--- config.mk ---
export PLATFORM = sky130hd
export DESIGN_NAME = pc_fetch_unit
export DESIGN_NICKNAME = d
export VERILOG_FILES = /design/src/rtl/mips_fetch_pkg.sv /design/src/rtl/fetch_out_buf.sv /design/src/rtl/pc_fetch_unit.sv
export SDC_FILE = /design/constraint.sdc
export NUM_CORES = 1
export LEC_CHECK = 0
export CORE_AREA = 2 2 93 162
export CTS_CLUSTER_SIZE = 12
export DETAILED_ROUTE_END_ITERATION = 12
export DIE_AREA = 0 0 95 164
export PLACE_DENSITY = 0.79
export SYNTH_ARGS = -nofsm -noshare
export SYNTH_HDL_FRONTEND = slang
export SYNTH_HIERARCHICAL = 1
export SYNTH_SLANG_ARGS = --single-unit
--- constraint.sdc ---
create_clock -name clk -period 2.6 [get_ports clk]
set_input_delay 0.26 -clock clk [delete_from_list [all_inputs] [get_ports clk]]
set_output_delay 0.26 -clock clk [all_outputs]
set_load 0.01 [all_outputs]
--- src/rtl/mips_fetch_pkg.sv ---
// Shared types and constants for the MIPS instruction-fetch front end.
package mips_fetch_pkg;

    localparam int unsigned INSTR_W = 32;
    localparam int unsigned ADDR_W  = 32;

    localparam logic [ADDR_W-1:0] DEFAULT_RESET_PC = 32'h0000_0000;
    localparam logic [ADDR_W-1:0] DEFAULT_PC_STEP  = 32'd4;

    typedef enum logic [1:0] {
        IDLE,
        ISSUE,
        WAIT,
        DRAIN
    } fetch_state_e;

    function automatic logic [ADDR_W-1:0] word_align(input logic [ADDR_W-1:0] addr);
        return {addr[ADDR_W-1:2], 2'b00};
    endfunction

endpackage

--- src/rtl/fetch_out_buf.sv ---
// One-entry valid/ready buffer presenting a fetched instruction and its PC to decode.
module fetch_out_buf
    import mips_fetch_pkg::*;
(
    input  logic               clk,
    input  logic               reset,
    input  logic               load,
    input  logic               consume,
    input  logic               flush,
    input  logic [ADDR_W-1:0]  load_pc,
    input  logic [INSTR_W-1:0] load_instr,
    output logic               valid,
    output logic [ADDR_W-1:0]  pc,
    output logic [INSTR_W-1:0] instr
);

    logic               valid_q, valid_d;
    logic [ADDR_W-1:0]  pc_q, pc_d;
    logic [INSTR_W-1:0] instr_q, instr_d;

    // A load in the same cycle as a consume wins: the new entry replaces the old one.
    always_comb begin
        valid_d = valid_q;
        pc_d    = pc_q;
        instr_d = instr_q;
        if (flush) begin
            valid_d = 1'b0;
        end else if (load) begin
            valid_d = 1'b1;
            pc_d    = load_pc;
            instr_d = load_instr;
        end else if (consume) begin
            valid_d = 1'b0;
        end
    end

    always_ff @(posedge clk) begin
        if (reset) begin
            valid_q <= 1'b0;
            pc_q    <= '0;
            instr_q <= '0;
        end else begin
            valid_q <= valid_d;
            pc_q    <= pc_d;
            instr_q <= instr_d;
        end
    end

    assign valid = valid_q;
    assign pc    = pc_q;
    assign instr = instr_q;

endmodule

--- src/rtl/pc_fetch_unit.sv ---
// Fetch front end: owns the PC, issues one outstanding word fetch at a time and
// hands returned instructions to decode; EX redirects flush and reload the PC.
module pc_fetch_unit
    import mips_fetch_pkg::*;
#(
    parameter logic [ADDR_W-1:0] RESET_PC = DEFAULT_RESET_PC,
    parameter logic [ADDR_W-1:0] PC_STEP  = DEFAULT_PC_STEP
) (
    input  logic               clk,
    input  logic               reset,
    output logic               imem_req_valid,
    output logic [ADDR_W-1:0]  imem_req_addr,
    input  logic               imem_req_ready,
    input  logic               imem_rsp_valid,
    input  logic [INSTR_W-1:0] imem_rsp_data,
    input  logic               redirect_valid,
    input  logic [ADDR_W-1:0]  redirect_target,
    output logic               if_valid,
    output logic [ADDR_W-1:0]  if_pc,
    output logic [INSTR_W-1:0] if_instr,
    input  logic               if_ready,
    output logic               misalign_err
);

    fetch_state_e      state_q, state_d;
    logic [ADDR_W-1:0] pc_q, pc_d;
    logic [ADDR_W-1:0] req_pc_q, req_pc_d;
    logic              misalign_err_q, misalign_err_d;

    logic buf_free;
    logic req_fire;
    logic rsp_load;

    // Issuing only into a free buffer guarantees every response lands without stalling.
    assign buf_free       = !if_valid || if_ready;
    assign imem_req_valid = (state_q == ISSUE) && buf_free;
    assign imem_req_addr  = (state_q == IDLE) ? '0 : word_align(pc_q);
    assign req_fire       = imem_req_valid && imem_req_ready;

    always_comb begin
        state_d        = state_q;
        pc_d           = pc_q;
        req_pc_d       = req_pc_q;
        rsp_load       = 1'b0;
        misalign_err_d = redirect_valid && (redirect_target[1:0] != 2'b00);

        case (state_q)
            IDLE: state_d = ISSUE;
            ISSUE: begin
                if (req_fire) begin
                    req_pc_d = pc_q;
                    state_d  = redirect_valid ? DRAIN : WAIT;
                end
            end
            WAIT: begin
                if (imem_rsp_valid) begin
                    state_d = ISSUE;
                    if (!redirect_valid) begin
                        rsp_load = 1'b1;
                        pc_d     = req_pc_q + PC_STEP;
                    end
                end else if (redirect_valid) begin
                    state_d = DRAIN;
                end
            end
            DRAIN: begin
                if (imem_rsp_valid) state_d = ISSUE;
            end
            default: state_d = IDLE;
        endcase

        if (redirect_valid) pc_d = word_align(redirect_target);
    end

    always_ff @(posedge clk) begin
        if (reset) begin
            state_q        <= IDLE;
            pc_q           <= RESET_PC;
            req_pc_q       <= RESET_PC;
            misalign_err_q <= 1'b0;
        end else begin
            state_q        <= state_d;
            pc_q           <= pc_d;
            req_pc_q       <= req_pc_d;
            misalign_err_q <= misalign_err_d;
        end
    end

    assign misalign_err = misalign_err_q;

    fetch_out_buf u_out_buf (
        .clk        (clk),
        .reset      (reset),
        .load       (rsp_load),
        .consume    (if_valid && if_ready),
        .flush      (redirect_valid),
        .load_pc    (req_pc_q),
        .load_instr (imem_rsp_data),
        .valid      (if_valid),
        .pc         (if_pc),
        .instr      (if_instr)
    );

endmodule

After elaboration in Yosys (flattened, before gate mapping). Cells that the tools add are included. W data, S select, Z words.

Input bits: 70. Register bits: 132. Output and inout port bits: 99.

Add/subtract/negate cells: 1. Eq/ne operators: 6. Bitwise gates (word level): 1. Mux-type cells: 15. Reductions and logical operators: 17.

Operator list (count): $mux W32 (4); $add A32 B3 Y32 const B (1); $mux W2 (4); $pmux W2 S4 (1); $reduce_and A2 Y1 (4); $reduce_bool A2 Y1 (4); $mux W1 (6); $eq A2 B2 Y1 const B (2); $logic_and A1 B1 Y1 (4); $ne A2 B2 Y1 const B (2); $ne A3 B3 Y1 const B (1); $reduce_and A3 Y1 (1); $eq A2 B1 Y1 const B (1); $logic_not A2 Y1 (1); $reduce_or A2 Y1 (1); $logic_not A1 Y1 (1); $logic_or A1 B1 Y1 (1); $not A1 Y1 (1).

Depth between registers and ports, before layout.
Depth after elaboration: 6. Depth in mapped cells: 10. Depth with buffers taken out: 6.

By module. Netlist, hierarchy kept.

Modules (own cells, without submodules): pc_fetch_unit (area each 3746.1 µm², cells an instance 501, instances 1, sequential area each 1341.3 µm²); fetch_out_buf (area each 3268.1 µm², cells an instance 296, instances 1, sequential area each 1301.2 µm²).

Worst setup path before layout. No wires, ideal clock.

Path kind: flip-flop to flip-flop. Start: register state_q[0]. End: register u_out_buf.instr_q[0] (netlist: u_out_buf/instr[0]). Clock period less this slack: 2142 ps. Setup time: 67 ps. Data arrival time: 2075 ps. Path buffers: 4. Stages on the path, launching flop included: 11. Data required time: 2533 ps. Setup slack: 458 ps. Cell sequence: dfxtp_1 -> inv_1 -> ha_1 -> nand2_1 -> clkbuf_1 -> clkbuf_1 -> nor2_1 -> nor2b_2 -> buf_6 -> buf_12 -> o21ai_2.

Cells in the longest elaborated chain, start to end: 3.

RTL lines: start: declaration (RTL line pc_fetch_unit.sv:25) `fetch_state_e state_q, state_d;`; start signal: assignment (RTL line pc_fetch_unit.sv:82) `state_q <= state_d;`; $eq A2 B2 Y1 (RTL line pc_fetch_unit.sv:47) `case (state_q)`; $mux W1 (RTL line pc_fetch_unit.sv:47); named net rsp_load (RTL line pc_fetch_unit.sv:32) `logic rsp_load;`; $reduce_and A2 Y1 (no line); end signal: assignment (RTL line fetch_out_buf.sv:45) `instr_q <= instr_d;`; end: declaration (RTL line fetch_out_buf.sv:19) `logic [INSTR_W-1:0] instr_q, instr_d;`.

The timed path passes the listed nets, and every way through them passes these cells. A chain may end at the register's enable or synchronous reset.

Worst setup path in the final report.
Start: register state_q[0]. End: output imem_req_addr[21].

Cells in the longest elaborated chain, start to end: 2.

RTL lines: $logic_not A2 Y1 (RTL line pc_fetch_unit.sv:37) `assign imem_req_addr = (state_q == IDLE) ? '0 : word_align(pc_q);`; $mux W32 (RTL line pc_fetch_unit.sv:37); end: declaration (RTL line pc_fetch_unit.sv:12) `output logic [ADDR_W-1:0] imem_req_addr,`.

Every way passes these cells.

==> impl_metrics.tcl <==
set metrics [dict create \
    leakage_nw 3.19 \
    max_cap_viol_count 0 \
    post_drt_wl_per_cell_um 17.3 \
    grt_util_all_layers 0.245 \
    whs_ps 253 \
    dr_wl_met2_um 9710 \
    total_power_mw 5.52 \
    p_sw_mw 1.43 \
    num_vias 6246 \
    numCtsBuffers 17 \
    diodes 0 \
    clk_latency_ps 410 \
    vias_per_cell 5.59 \
    finalCritPeriodShare 0.950 \
    port-buffer-count 166 \
    fin_crit_ps 2470 \
    synth_area_um2 7010 \
    clockBufferDepth 2 \
    r2r_slack_ps 370 \
    required_ps 2340 \
    cts-resized-gates 0 \
    place_area_um2 8640 \
    p_comb_frac 0.149 \
    cp_max_fo 25 \
    ant_nets 0 \
    worstPathArrival_ps 2210 \
    ys_async_sr_fraction 0 \
    highest_layer "met4" \
    final_cell_area_um2 9260 \
    min-delay-start "reset" \
    grt_max_degree 94 \
    ys.flop_type "dfxtp_1" \
    netlist.area_leader.share 0.377 \
    multi_input_area_um2 3930 \
    post_cts_buffers 0 \
    htree_num_levels 4 \
    slew_headroom 0.564 \
    synthTopCellsByArea "dfxtp_1 38%, nand4bb_1 10%, o21ai_2 7.5%, nand2_1 6.1%, nand2b_1 5.8%" \
    swShare 0.258 \
    ys_seq_area_frac 0.377 \
    slew_violations 0 \
    hold_class "input port to flip-flop" \
    rows 58 \
    ys_ff_latch 132 \
    cts.clk_slew.worst_paths_ps 60 \
    final-hold-violation-count 0 \
    drt_iter0_drc 384 \
    yosysUniqueCellTypes 62 \
    drt_first_pass_iters 5 \
    drc 0 \
    fin_skew_ps 9.58 \
    clock_power_share 0.459 \
    fp.dieArea_um2 15600 \
    synth-edff-count 0 \
    gp_congestion 0.911 \
    fin_setup_tns_ps 0 \
    max_freq_mhz 405 \
    rsz0062_at_grt "false" \
    vdd_drop_max_mv 0.440 \
    grt_antenna_before_repair 0 \
    nFillCells 1207 \
    core_area_um2 14300 \
    synth.avg_cell_area_um2 8.80 \
    io_pins 169 \
    cellPowerDensity_nw_per_um2 596 \
    grt_pass1_wl_um 29600 \
    synth_warnings 6 \
    end_kind "primary output" \
    finalNetCount 1000 \
    root_buffer "clkbuf_16" \
    clock-sinks 132 \
    netlist_instances 797 \
    grt_overflow 0 \
    die_h_um 164 \
    internal-power_mw 4.10 \
    met3_length_um 1090 \
    setup_viol 0 \
    syn2layout_area_growth_pct 32.1 \
    layout-drive-gt1-share 0.127 \
    ff_latch_area_um2 2640 \
    postCtsHoldBufs 0 \
    cts_tree "done" \
    grt_pass1_vias 5863 \
    critical_path.startpoint "state_q[0]$_SDFFE_PP0P_" \
    r2r_start "req_pc_q[2]$_SDFFE_PP0P_" \
    m1WireLength_um 7890 \
    p_seq_frac 0.392 \
    critPathKind "flip-flop to primary output" \
    worst_slew_pin_slew_ps 654 \
    die_x_um 95 \
    status "finished clean" \
    wl_um 19300 \
    dp.final_hpwl_um 12700 \
    synth_top_area_cell "dfxtp_1" \
    start_util 0.491 \
    start_kind "flip-flop" \
]
-- critical path: stages (launching register included) --
cell             delay [ps]
dfxtp_1                 400
inv_1                    90
ha_1                    300
buf_4                   270
nor2b_1                 170
clkdlybuf4s50_1         550
-- per-stage QoR --
stage               cells  setup slack [ps]   util
global route         1118              20.1  0.648
CTS                  1118               118  0.648
finish               1118               131  0.648
detailed placement   1086               441  0.604
floorplan             798               458      -
global placement     1086               476  0.604
-- final timing paths --
path | to | depth (start not counted)
setup / recovery | imem_req_addr[21] | 5
hold reg to reg | req_pc_q[15]$_SDFFE_PP0P_ | 2
setup reg to reg | pc_q[22]$_SDFFE_PP0P_ | 5
hold / removal | pc_q[2]$_SDFFE_PP0P_ | 2
-- routing by layer --
| metal | vias to the layer above | track usage |
|---|---|---|
| met5 | - | 0 |
| met1 | 2888 | 0.289 |
| li1 | 3095 | - |
| met3 | 39 | 0.0573 |
| met4 | 0 | 0.118 |
| met2 | 224 | 0.411 |
-- state kept, by name (all words and copies together) (netlist names) --
register / cells
u_out_buf/valid: 1
req_pc_q: 32
state_q: 2
misalign_err: 1
u_out_buf/instr: 32
u_out_buf/pc: 32
pc_q: 32
-- Yosys cell counts, types with 12 or more instances --
cell / count
dfxtp_1: 132
nand2_1: 114
nand2b_1: 65
nand4bb_1: 65
o21ai_2: 60
a21oi_1: 47
nor2b_1: 44
clkbuf_1: 34
nor2_1: 25
buf_2: 23
o21ai_0: 14
nand3_1: 13
a22oi_1: 12
nand4_1: 12
-- final cells by class --
| class | count | area share |
|---|---|---|
| flip-flops and latches | 132 | 0.285 |
| multi-input cells | 585 | 0.425 |
| repair buffers | 182 | 0.196 |
| well taps | 180 | 0.0243 |
| clock buffers | 19 | 0.0478 |
| clock inverters | 13 | 0.0194 |
| inverters | 7 | 0.00284 |
-- kinds of logic (layout without fill, tap and decap cells) --
logic type / after synthesis / after routing / share of synthesized area
compound gates: 183 / 183 / 0.187
xor+xnor: 10 / 10 / 0.0125
fa+ha+maj: 5 / 5 / 0.00892
buf+inv: 81 / 221 / 0.0658
flops: 132 / 132 / 0.377
other cells: 1 / 2 / 0.000535
simple gates: 385 / 385 / 0.348
-- cells in the final DEF, fill, tap and decap left out, drive strengths merged, types with 3 or more instances in the layout --
cell type,instances
nor4,6
a311o,3
a211o,5
and4,5
o22ai,7
nand3,14
o211ai,5
buf,18
o311ai,3
nand4,13
clkdlybuf4s50,164
a31oi,4
clkbuf,19
inv,8
nand4bb,65
a22oi,12
a21o,3
or4,3
xnor2,9
dfxtp,132
and2,4
a21oi,47
bufinv,4
nor2b,45
a221o,4
o21ai,78
nand2b,65
nor3,8
ha,5
nor2,25
nand2,114
clkinv,8
and3,9
-- power groups by stage --
| stage | clock network (mW) | registers (mW) | logic, mW |
|---|---|---|---|
| global placement | 0 | 2.20 | 0.818 |
| CTS | 2.57 | 2.16 | 0.829 |
| global route | 2.65 | 2.17 | 0.895 |
| floorplan | 0 | 2.18 | 0.484 |
| finish | 2.54 | 2.16 | 0.822 |
| detailed placement | 0 | 2.20 | 0.825 |
(Power assumes the default switching activity.)
